## config.mk

```make
export PLATFORM = sky130hd
export DESIGN_NAME = hls_datapath_host_flat
export DESIGN_NICKNAME = d
export VERILOG_FILES = /design/src/rtl/hls_datapath_host_if.sv /design/src/rtl/hls_datapath_host.sv /design/src/flat_wrapper.sv
export SDC_FILE = /design/constraint.sdc
export NUM_CORES = 1
export LEC_CHECK = 0
export ABC_AREA = 1
export CAP_MARGIN = 30
export CELL_PAD_IN_SITES_DETAIL_PLACEMENT = 0
export CELL_PAD_IN_SITES_GLOBAL_PLACEMENT = 1
export CORE_MARGIN = 2
export CORE_UTILIZATION = 25
export DETAILED_ROUTE_END_ITERATION = 16
export GPL_TIMING_DRIVEN = 0
export PLACE_DENSITY_LB_ADDON = 0.1
export SLEW_MARGIN = 10
export SYNTH_ARGS = -nofsm -noshare
export SYNTH_HDL_FRONTEND = slang
export SYNTH_SLANG_ARGS = --single-unit
```

## constraint.sdc

```tcl
create_clock -name Clk -period 7 [get_ports Clk]
set_input_delay 1.75 -clock Clk [delete_from_list [all_inputs] [get_ports Clk]]
set_output_delay 1.75 -clock Clk [all_outputs]
set_load 0.05 [all_outputs]
```

## src/rtl/hls_datapath_host_if.sv

```systemverilog
// hls_datapath_host_if
//   Bundles the three channels of the HLS datapath host:
//     - operand input channel  : in_valid / in_ready / in_a / in_b / in_c
//     - datapath drive/capture : dp_a / dp_b / dp_c (to datapath), dp_z / dp_x (from datapath)
//     - result output channel  : out_valid / out_ready / out_z / out_x
//     - status                 : inflight (accepted triples whose results are not yet buffered)
//   modport slave  : the host itself (accepts operands, drives the datapath, offers results)
//   modport master : the environment (operand producer, datapath, result consumer)
interface hls_datapath_host_if #(
  parameter int DW    = 64,
  parameter int DEPTH = 4
) ();
  localparam int HW = DW / 2;
  localparam int IW = $clog2(DEPTH) + 1;

  logic          in_valid;
  logic          in_ready;
  logic [DW-1:0] in_a;
  logic [DW-1:0] in_b;
  logic [DW-1:0] in_c;
  logic [DW-1:0] dp_a;
  logic [DW-1:0] dp_b;
  logic [DW-1:0] dp_c;
  logic [HW-1:0] dp_z;
  logic [HW-1:0] dp_x;
  logic          out_valid;
  logic          out_ready;
  logic [HW-1:0] out_z;
  logic [HW-1:0] out_x;
  logic [IW-1:0] inflight;

  modport master (
    output in_valid, in_a, in_b, in_c, dp_z, dp_x, out_ready,
    input  in_ready, dp_a, dp_b, dp_c, out_valid, out_z, out_x, inflight
  );

  modport slave (
    input  in_valid, in_a, in_b, in_c, dp_z, dp_x, out_ready,
    output in_ready, dp_a, dp_b, dp_c, out_valid, out_z, out_x, inflight
  );
endinterface

```

## src/rtl/hls_datapath_host.sv

```systemverilog
// hls_datapath_host
//   Host-side sequencer for a fixed-latency HLS datapath. Operand triples
//   accepted on the input channel are registered onto dp_a/dp_b/dp_c; a
//   LAT+1 deep valid pipeline marks the edge at which the datapath result is
//   stable, where {dp_z, dp_x} is written into a DEPTH-entry result FIFO.
//   Results leave in order on the output channel. Admission is credit based:
//   a triple is only accepted while inflight + fifo_count < DEPTH, so the FIFO
//   can never overflow.
// Ports
//   Clk : clock, rising edge
//   Rst : synchronous active-high reset (shared with the attached datapath)
//   bus : hls_datapath_host_if.slave (input channel, datapath ports,
//         output channel, inflight status)
module hls_datapath_host #(
  parameter int DW    = 64,
  parameter int LAT   = 2,
  parameter int DEPTH = 4
) (
  input  logic                  Clk,
  input  logic                  Rst,
  hls_datapath_host_if.slave    bus
);
  localparam int HW = DW / 2;
  localparam int AW = $clog2(DEPTH);
  localparam int CW = AW + 1;

  localparam logic [CW-1:0] CNT_ZERO = {CW{1'b0}};
  localparam logic [CW-1:0] CNT_ONE  = CW'(1'b1);
  localparam logic [CW-1:0] CNT_MAX  = CW'(DEPTH);
  localparam logic [AW-1:0] PTR_ZERO = {AW{1'b0}};
  localparam logic [AW-1:0] PTR_ONE  = AW'(1'b1);

  logic [DW-1:0] dp_a_r;
  logic [DW-1:0] dp_b_r;
  logic [DW-1:0] dp_c_r;
  logic [LAT:0]  vpipe_r;
  logic [DW-1:0] mem_r [DEPTH];
  logic [AW-1:0] wr_ptr_r;
  logic [AW-1:0] rd_ptr_r;
  logic [CW-1:0] count_r;
  logic [CW-1:0] inflight_r;

  logic [CW-1:0] occ_s;
  logic          in_ready_s;
  logic          accept_s;
  logic          push_s;
  logic          pop_s;
  logic          out_valid_s;

  // Credit check and handshake strobes; in_ready depends only on state and Rst.
  always_comb begin
    occ_s       = inflight_r + count_r;
    in_ready_s  = 1'b0;
    out_valid_s = 1'b0;
    if (Rst) begin
      in_ready_s = 1'b0;
    end else if (occ_s < CNT_MAX) begin
      in_ready_s = 1'b1;
    end else begin
      in_ready_s = 1'b0;
    end
    if (count_r != CNT_ZERO) begin
      out_valid_s = 1'b1;
    end else begin
      out_valid_s = 1'b0;
    end
    accept_s = bus.in_valid && in_ready_s;
    push_s   = vpipe_r[LAT];
    pop_s    = out_valid_s && bus.out_ready;
  end

  // Operand registers driving the datapath; hold their value between accepts.
  always_ff @(posedge Clk) begin
    if (Rst) begin
      dp_a_r <= {DW{1'b0}};
      dp_b_r <= {DW{1'b0}};
      dp_c_r <= {DW{1'b0}};
    end else if (accept_s) begin
      dp_a_r <= bus.in_a;
      dp_b_r <= bus.in_b;
      dp_c_r <= bus.in_c;
    end else begin
      dp_a_r <= dp_a_r;
      dp_b_r <= dp_b_r;
      dp_c_r <= dp_c_r;
    end
  end

  // Valid pipeline: an accept at edge k reaches the top bit after edge k+LAT,
  // so the push happens at edge k+LAT+1 when the datapath output is settled.
  always_ff @(posedge Clk) begin
    if (Rst) begin
      vpipe_r <= {(LAT+1){1'b0}};
    end else begin
      vpipe_r <= {vpipe_r[LAT-1:0], accept_s};
    end
  end

  // Result storage and circular pointers; power-of-two DEPTH makes wrap free.
  always_ff @(posedge Clk) begin
    if (Rst) begin
      for (int i = 0; i < DEPTH; i++) begin
        mem_r[i] <= {DW{1'b0}};
      end
      wr_ptr_r <= PTR_ZERO;
      rd_ptr_r <= PTR_ZERO;
    end else begin
      if (push_s) begin
        mem_r[wr_ptr_r] <= {bus.dp_z, bus.dp_x};
        wr_ptr_r        <= wr_ptr_r + PTR_ONE;
      end else begin
        wr_ptr_r <= wr_ptr_r;
      end
      if (pop_s) begin
        rd_ptr_r <= rd_ptr_r + PTR_ONE;
      end else begin
        rd_ptr_r <= rd_ptr_r;
      end
    end
  end

  // FIFO occupancy; simultaneous push and pop leaves it unchanged at any level.
  always_ff @(posedge Clk) begin
    if (Rst) begin
      count_r <= CNT_ZERO;
    end else begin
      case ({push_s, pop_s})
        2'b10:   count_r <= count_r + CNT_ONE;
        2'b01:   count_r <= count_r - CNT_ONE;
        default: count_r <= count_r;
      endcase
    end
  end

  // Triples accepted but not yet pushed; a result leaving the pipe while a new
  // triple enters cancels out.
  always_ff @(posedge Clk) begin
    if (Rst) begin
      inflight_r <= CNT_ZERO;
    end else begin
      case ({accept_s, push_s})
        2'b10:   inflight_r <= inflight_r + CNT_ONE;
        2'b01:   inflight_r <= inflight_r - CNT_ONE;
        default: inflight_r <= inflight_r;
      endcase
    end
  end

  assign bus.in_ready  = in_ready_s;
  assign bus.dp_a      = dp_a_r;
  assign bus.dp_b      = dp_b_r;
  assign bus.dp_c      = dp_c_r;
  assign bus.out_valid = out_valid_s;
  assign bus.out_z     = mem_r[rd_ptr_r][DW-1:HW];
  assign bus.out_x     = mem_r[rd_ptr_r][HW-1:0];
  assign bus.inflight  = inflight_r;

endmodule

```

## src/flat_wrapper.sv

```systemverilog
// flat-port wrapper written by rule: the top's interface ports become plain ports
module hls_datapath_host_flat 
#(
  parameter int DW    = 64,
  parameter int LAT   = 2,
  parameter int DEPTH = 4
)
  (Clk, Rst, bus_in_valid, bus_in_a, bus_in_b, bus_in_c, bus_dp_z, bus_dp_x, bus_out_ready, bus_in_ready, bus_dp_a, bus_dp_b, bus_dp_c, bus_out_valid, bus_out_z, bus_out_x, bus_inflight);
  hls_datapath_host_if #(.DW(DW), .DEPTH(DEPTH)) bus_i ();
  input  logic Clk;
  input  logic Rst;
  input wire logic [$bits(bus_i.in_valid)-1:0] bus_in_valid;
  input wire logic [$bits(bus_i.in_a)-1:0] bus_in_a;
  input wire logic [$bits(bus_i.in_b)-1:0] bus_in_b;
  input wire logic [$bits(bus_i.in_c)-1:0] bus_in_c;
  input wire logic [$bits(bus_i.dp_z)-1:0] bus_dp_z;
  input wire logic [$bits(bus_i.dp_x)-1:0] bus_dp_x;
  input wire logic [$bits(bus_i.out_ready)-1:0] bus_out_ready;
  output wire logic [$bits(bus_i.in_ready)-1:0] bus_in_ready;
  output wire logic [$bits(bus_i.dp_a)-1:0] bus_dp_a;
  output wire logic [$bits(bus_i.dp_b)-1:0] bus_dp_b;
  output wire logic [$bits(bus_i.dp_c)-1:0] bus_dp_c;
  output wire logic [$bits(bus_i.out_valid)-1:0] bus_out_valid;
  output wire logic [$bits(bus_i.out_z)-1:0] bus_out_z;
  output wire logic [$bits(bus_i.out_x)-1:0] bus_out_x;
  output wire logic [$bits(bus_i.inflight)-1:0] bus_inflight;
  assign bus_i.in_valid = bus_in_valid;
  assign bus_i.in_a = bus_in_a;
  assign bus_i.in_b = bus_in_b;
  assign bus_i.in_c = bus_in_c;
  assign bus_i.dp_z = bus_dp_z;
  assign bus_i.dp_x = bus_dp_x;
  assign bus_i.out_ready = bus_out_ready;
  assign bus_in_ready = bus_i.in_ready;
  assign bus_dp_a = bus_i.dp_a;
  assign bus_dp_b = bus_i.dp_b;
  assign bus_dp_c = bus_i.dp_c;
  assign bus_out_valid = bus_i.out_valid;
  assign bus_out_z = bus_i.out_z;
  assign bus_out_x = bus_i.out_x;
  assign bus_inflight = bus_i.inflight;
  hls_datapath_host #(.DW(DW), .LAT(LAT), .DEPTH(DEPTH)) u_core (.Clk(Clk), .Rst(Rst), .bus(bus_i));
endmodule
```

Word level (Yosys, flattened, before mapping)
Memory sizes are Yosys's and may differ from the RTL's. A register that Yosys moved wholly into a read port is not among the register bits.
Index checks and enable logic that the tools add are counted.
{"block": "op_classes", "add_sub_neg": 7, "order_cmp": 1, "eq_ne": 4, "muxes": 15, "reduce_logical": 6}
{"op": "64-bit 2-to-1 mux", "count": 1}
{"op": "64-bit OR reduction", "count": 1}
{"op": "3-bit one-hot mux with 2 select lines", "count": 2}
{"op": "1-bit 2-to-1 mux", "count": 9}
{"op": "3-bit by 1-bit adder with 3-bit output (second input constant)", "count": 2}
{"op": "2-bit 2-to-1 mux", "count": 3}
{"op": "3-bit by 1-bit subtractor with 3-bit output (second input constant)", "count": 2}
{"op": "2-bit by 1-bit adder with 2-bit output (second input constant)", "count": 2}
{"op": "2-bit by 1-bit equality test with 1-bit output (second input constant)", "count": 2}
{"op": "2-bit equality test (second input constant)", "count": 2}
{"op": "2-bit nonzero test", "count": 2}
{"op": "3-bit adder", "count": 1}
{"op": "3-bit less-than comparator (second input constant)", "count": 1}
{"op": "3-bit nonzero test", "count": 1}
{"op": "1-bit logical AND", "count": 2}
{"block": "totals", "regBits": 205, "ram_bits": 256, "in_bits": 260, "output_inout_bits": 261, "wordCells": 42, "n_memories": 1}
{"name": "u_core.mem_r", "words": 4, "word_bits": 64, "read_ports": 1, "rd_ports_with_merged_regs": 1, "write_ports": 4, "line": "hls_datapath_host.sv:37", "rtl": "logic [DW-1:0] mem_r [DEPTH];"}

Depth between registers and ports, before layout
Gate-level depths: netlist of the first run.
{"block": "logic_depth", "ltp_word": 7, "mapped_depth": 14, "mapped_depth_nobuf": 12}

Worst setup path before layout of the first run
Ideal clock, no wire load.
{"block": "synth_path", "path_kind": "register to register", "startpoint": "register u_core.wr_ptr_r[1]", "endpoint": "memory u_core.mem_r[1][0] (enable)", "setup_ps": 574, "t_arrival_ps": 5147, "required_time_ps": 6426, "setup_slack_ps": 1278, "path_stages_with_launch": 5, "n_path_buf": 1, "synth_period_minus_slack_ps": 5722, "path_cell_list": "dfxtp_1 inv_1 nand2_1 clkbuf_1 o21ai_0"}
{"item": "from (decl)", "line": "hls_datapath_host.sv:38", "rtl": "logic [AW-1:0] wr_ptr_r;"}
{"item": "from (signal assigned)", "line": "hls_datapath_host.sv:110", "rtl": "wr_ptr_r <= wr_ptr_r + PTR_ONE;"}
{"item": "from (signal assigned)", "line": "hls_datapath_host.sv:112", "rtl": "wr_ptr_r <= wr_ptr_r;"}
{"item": "to (decl)", "line": "hls_datapath_host.sv:37"}

==> results of run 1 <==
==> flip-flops by register name, summed over array words and instances, names as in the netlist, named ones only <==
register,cells
u_core.bus.dp_a,64
u_core.bus.dp_b,64
u_core.bus.dp_c,64
u_core.bus.inflight,3
u_core.count_r,3
u_core.mem_r,256
u_core.rd_ptr_r,2
u_core.vpipe_r,3
u_core.wr_ptr_r,2
==> metrics by stage <==
stage	power, mW	hold WS (ns)	instance area (µm²)	setup slack (ns)
6_report	7.51	0.400	27900	1.79
5_1_grt	7.83	0.436	27900	1.59
4_1_cts	7.64	0.403	27900	1.60
3_5_place_dp	4.63	0.395	26000	1.76
3_3_place_gp	4.62	0.393	25800	-3.16
2_1_floorplan	3.98	0.388	19300	1.28
==> layer usage <==
metal  up-vias  GRT usage, %
li1       8313             -
met1      7857          21.5
met2       424          32.5
met3       112          6.71
met4        38          3.78
met5         -             0
==> cells in the final DEF, fill, tap and decap left out, types with 57 or more instances in the layout <==
cell type	synthesis	final
clkbuf_1	76	97
clkbuf_16	0	57
clkdlybuf4s50_1	0	520
dfxtp_1	207	207
edfxtp_1	256	256
inv_1	272	272
nand2_1	400	398
nor2_1	715	715
nor3_1	64	64
o21ai_0	139	137
o22ai_1	64	64
==> where the power goes <==
part	leakage (nW)	switching (mW)	internal (mW)
registers	4.35	0.0635	3.01
logic	6.56	0.977	0.499
clock network	0.922	1.19	1.77
==> kinds of logic after synthesis <==
family	Yosys count
DFF	463
buffers and inverters	416
adders and majority gates	5
AOI/OAI and AO/OA	213
and+or+nand+nor	1185
==> area by class of cell <==
cell class	count	area [µm²]	area share, %
Clock inverter	9	125	0.448
Clock buffer	96	1750	6.28
Timing Repair Buffer	528	5400	19.4
Inverter	276	1040	3.71
Tap cell	1030	1290	4.62
Buffer	140	671	2.40
Sequential cell	463	11800	42.4
Multi-Input combinational cell	1403	5810	20.8
==> critical path: stages, from the launching register on <==
cell	delay [ns]
dfxtp_1	0.43
buf_2	0.33
buf_2	0.31
clkbuf_1	0.54
nor2_1	0.11
o22ai_1	0.25
clkdlybuf4s50_1	0.86
==> worst paths after layout <==
path                             to  slack, ns  cells after the start
max reg2reg  u_core.bus.inflight[2]       4.03                     14
max                   bus_out_z[11]       1.79                      6
min               u_core.vpipe_r[1]       0.40                      2
min reg2reg       u_core.vpipe_r[1]       0.40                      2
==> results.py, run 1 <==
metrics = {
    "run_status": {
        "status": "finished clean",
    },
    "synth": {
        "ys_ff_latch": 463,
        "synth_edf_count": 256,
        "yosysMostFrequentCell": "nor2_1",
        "yosys.area_share.xor_xnor_pct": 0,
        "synth_top_area_cell": "edfxtp_1",
        "synthCells": 2282,
        "syn_nets": 2547,
        "yosysSeqAreaShare_pct": 61.3,
        "synth_top_area_share_pct": 39.8,
        "synthTopCellsByCount": "nor2_1, nand2_1, inv_1",
        "synthAdderAreaFrac_pct": 0.402,
        "async_reset_ff_share_pct": 0,
        "synthesis.area_um2": 19300,
        "synth_ff_type": "edfxtp_1",
        "syn_area_per_cell_um2": 8.46,
        "synth_cell_types": 21,
        "synth_top_family_by_area": "simple AND/OR/NAND/NOR gates",
        "synth.area.top_cells": "edfxtp_1, dfxtp_1, nor2_1, nand2_1, inv_1",
        "synth_compound_area_share_pct": 5.94,
        "yosys.area_share.simple_pct": 23.5,
        "yosys_warnings": 0,
        "synthMuxAreaShare_pct": 0,
    },
    "drt": {
        "wl_per_cell_um": 19.0,
        "routedLengthMet1_um": 29900,
        "vias": 16700,
        "top_layer": "met5",
        "wl_met3_um": 6270,
        "antenna_left": 0,
        "dr_wl_met2_um": 37400,
        "routed_via_density": 4.24,
        "remaining_drc_errors": 0,
        "drtIter0Drc": 823,
        "drtPass1Iterations": 5,
        "wl_um": 75000,
    },
    "critical_path": {
        "arrival_ns": 3.46,
        "worstSetupStartpointType": "flip-flop",
        "crit_type": "reg -> out",
        "required_ns": 5.25,
        "worst_setup_path_end_kind": "output pin",
        "reg2reg_from": "u_core.bus.inflight[1]",
        "cp_max_fo": 10,
    },
    "floorplanning": {
        "initial_core_util_pct": 25.3,
        "row_count": 101,
        "die_area_um2": 79500,
        "coreArea_um2": 76200,
        "boundaryPins": 521,
        "dieWidth_um": 282,
        "die_h_um": 282,
    },
    "clock_network": {
        "cts.hold.buffers_added": 0,
        "cts_tree": "yes",
        "clock_path_buffers": 3,
        "htree_levels": 2,
        "post_cts_buffers": 0,
        "root_buffer": "clkbuf_16",
        "cts.sinks": 463,
        "path_clk_slew_ns": 0.06,
        "numCtsBuffers": 56,
        "clk_latency_ns": 0.61,
        "cts_resized": 0,
    },
    "sta": {
        "rsz0062_at_grt": "false",
        "worst_pin_slew_ns": 0.907,
        "max_freq_ghz": 0.192,
        "report.final.setup_viol": 0,
        "min_period_ns": 5.21,
        "finalClockSkew_ns": 0.0219,
        "hold_viol_final": 0,
        "tns_ns": 0,
        "slew_viol_final": 0,
        "slew_headroom_pct": 39.5,
        "fin_crit_sh_pct": 74.4,
    },
    "grt": {
        "grt_usage_pct": 18.5,
        "grt_pass1_vias": 17100,
        "grt.overflow.total": 0,
        "grt_pass1_wl_um": 109000,
        "antenna_found_initial": 20,
        "grt_max_degree": 42,
    },
    "run": {
        "cap_violations": 0,
    },
    "cells_and_area": {
        "layout.cells.non_filler": 3945,
        "n_antenna_cell": 0,
        "utilization_pct": 36.6,
        "layout.nets": 3133,
        "syn_to_final_growth_pct": 44.6,
        "drive_gt1_share_pct": 5.59,
        "fillers": 7900,
    },
    "pwr": {
        "leakage_nw": 11.8,
        "ir_worst_vdd_mv": 0.229,
        "p_per_area_nw_per_um2": 269,
    },
    "place": {
        "place.gp.congestion": 0.800,
        "hpwl_um": 54400,
        "dp_cells": 3840,
        "port_buffers": 520,
    },
    "worst_hold_path": {
        "worstHoldStart": "u_core.vpipe_r[0]",
        "hold_path.class": "reg -> reg",
    },
}
No activity file was read; power rests on OpenSTA's default activity.
==> inputs of run 2 (changes only) <==
==> constraint.sdc (replaced) <==
create_clock -name Clk -period 4.3 [get_ports Clk]
set_input_delay 1.075 -clock Clk [delete_from_list [all_inputs] [get_ports Clk]]
set_output_delay 1.075 -clock Clk [all_outputs]
set_load 0.05 [all_outputs]
==> results.py, run 2 (synthesis gave the netlist of run 1 again) <==
metrics = {
    "critical_path": {
        "arrival_ns": 3.06,
        "cp_max_fo": 10,
        "worstSetupStartpointType": "flip-flop",
        "crit_type": "reg -> out",
        "required_ns": 3.22,
        "worst_setup_path_end_kind": "output pin",
    },
    "drt": {
        "wl_um": 74400,
        "drtIter0Drc": 800,
        "antenna_left": 0,
        "wl_per_cell_um": 18.8,
        "drtPass1Iterations": 5,
        "remaining_drc_errors": 0,
        "vias": 16500,
        "routed_via_density": 4.18,
    },
    "clock_network": {
        "cts.sinks": 463,
        "numCtsBuffers": 56,
        "clk_latency_ns": 0.61,
        "post_cts_buffers": 0,
        "htree_levels": 2,
        "clock_path_buffers": 3,
        "path_clk_slew_ns": 0.06,
        "cts_tree": "yes",
        "cts.hold.buffers_added": 0,
        "root_buffer": "clkbuf_16",
    },
    "run": {
        "cap_violations": 0,
    },
    "sta": {
        "fin_crit_sh_pct": 96.1,
        "max_freq_ghz": 0.242,
        "tns_ns": 0,
        "slew_headroom_pct": 41.7,
        "hold_viol_final": 0,
        "worst_hold_slack_ns": 0.398,
        "finalClockSkew_ns": 0.0227,
        "worst_pin_slew_ns": 0.875,
        "slew_viol_final": 0,
        "rsz0062_at_grt": "false",
        "finalWorstSetupSlack_ns": 0.168,
        "min_period_ns": 4.13,
        "report.final.setup_viol": 0,
    },
    "floorplanning": {
        "dieWidth_um": 282,
        "boundaryPins": 521,
        "coreArea_um2": 76200,
        "die_area_um2": 79500,
        "initial_core_util_pct": 25.3,
        "row_count": 101,
        "die_h_um": 282,
    },
    "cells_and_area": {
        "largest_reg_flops": 256,
        "syn_to_final_growth_pct": 44.6,
        "largest-register": "u_core.mem_r",
        "layout_common_cells": "nor2_1, clkdlybuf4s50_1, nand2_1",
        "layout.cells.non_filler": 3947,
        "layout.nets": 3134,
        "final_common_cell": "nor2_1",
        "fin_area_um2": 27900,
        "drive_gt1_share_pct": 6.07,
    },
    "grt": {
        "grt.overflow.total": 0,
        "use_met2_pct": 31.6,
        "grt_pass1_vias": 16900,
        "use_met3_pct": 5.86,
        "grt_max_degree": 46,
        "grt_usage_pct": 18.3,
        "met1_usage_pct": 22.3,
        "grt-busiest-layer": "met2",
        "antenna_found_initial": 13,
        "grt_pass1_wl_um": 108000,
    },
    "place": {
        "port_buffers": 520,
        "dp_cells": 3841,
        "preCtsSetupSlack_ns": -0.223,
        "placed_cell_area_um2": 26000,
        "hpwl_um": 54000,
        "place.gp.congestion": 0.801,
    },
    "pwr": {
        "p_per_area_nw_per_um2": 437,
        "ir_worst_vdd_mv": 0.312,
        "leakage_nw": 12.2,
    },
    "run_status": {
        "status": "finished clean",
    },
    "worst_hold_path": {
        "hold_path.class": "reg -> reg",
    },
}
==> run 2: power breakdown <==
group	switching, mW	internal [mW]	leakage [nW]
combinational	1.59	0.782	6.89
clock	1.97	2.84	0.914
sequential	0.103	4.90	4.35
==> run 2: path summary, 6_finish.rpt <==
kind,depth (start not counted),endpoint,startpoint,slack [ns]
worst max-delay path,6,bus_out_z[17],flip-flop,0.17
worst min-delay path,2,u_core.vpipe_r[1],u_core.vpipe_r[0],0.40
worst max register to register,14,u_core.bus.inflight[2],u_core.count_r[1],1.35
worst min register to register,2,u_core.vpipe_r[1],u_core.vpipe_r[0],0.40
==> run 2: timing repair <==
item	in CTS	in global routing
endpoints found under the hold margin	0	0
pin swaps	0	0
endpoints found under the setup margin	64	22
resized for setup	53	23
==> run 2: layout make-up <==
class / count / area (µm²)
fillers: 7981 / 48300
clock buffers: 79 / 1610
well taps: 1030 / 1290
multi-input cells: 1403 / 5810
diodes: 1 / 2.50
inverters: 276 / 1040
plain buffers: 140 / 689
clock inverters: 26 / 250
repair buffers: 529 / 5410
flip-flops and latches: 463 / 11800
==> run 2: through the flow <==
| step | util (%) | power, mW |
|---|---|---|
| 3_3_place_gp | 33.9 | 7.52 |
| 5_1_grt | 36.6 | 12.7 |
| 2_1_floorplan | - | 6.48 |
| 6_report | 36.6 | 12.2 |
| 4_1_cts | 36.6 | 12.4 |
| 3_5_place_dp | 34.2 | 7.53 |
==> run 2: routing by layer <==
layer / part of all wire (%) / wire length, µm / vias to the layer above
met1: 42 / 31000 / 7644
met5: 0.18 / 137 / -
li1: - / - / 8308
met3: 7.6 / 5690 / 103
met2: 49 / 36400 / 419
met4: 1.5 / 1130 / 20
==> run 2: critical path: stages, from the launching register on <==
cell	delay (ns)
dfxtp_1	0.41
buf_2	0.33
buf_2	0.31
clkbuf_2	0.33
nor2_1	0.09
o22ai_1	0.13
clkdlybuf4s50_1	0.82
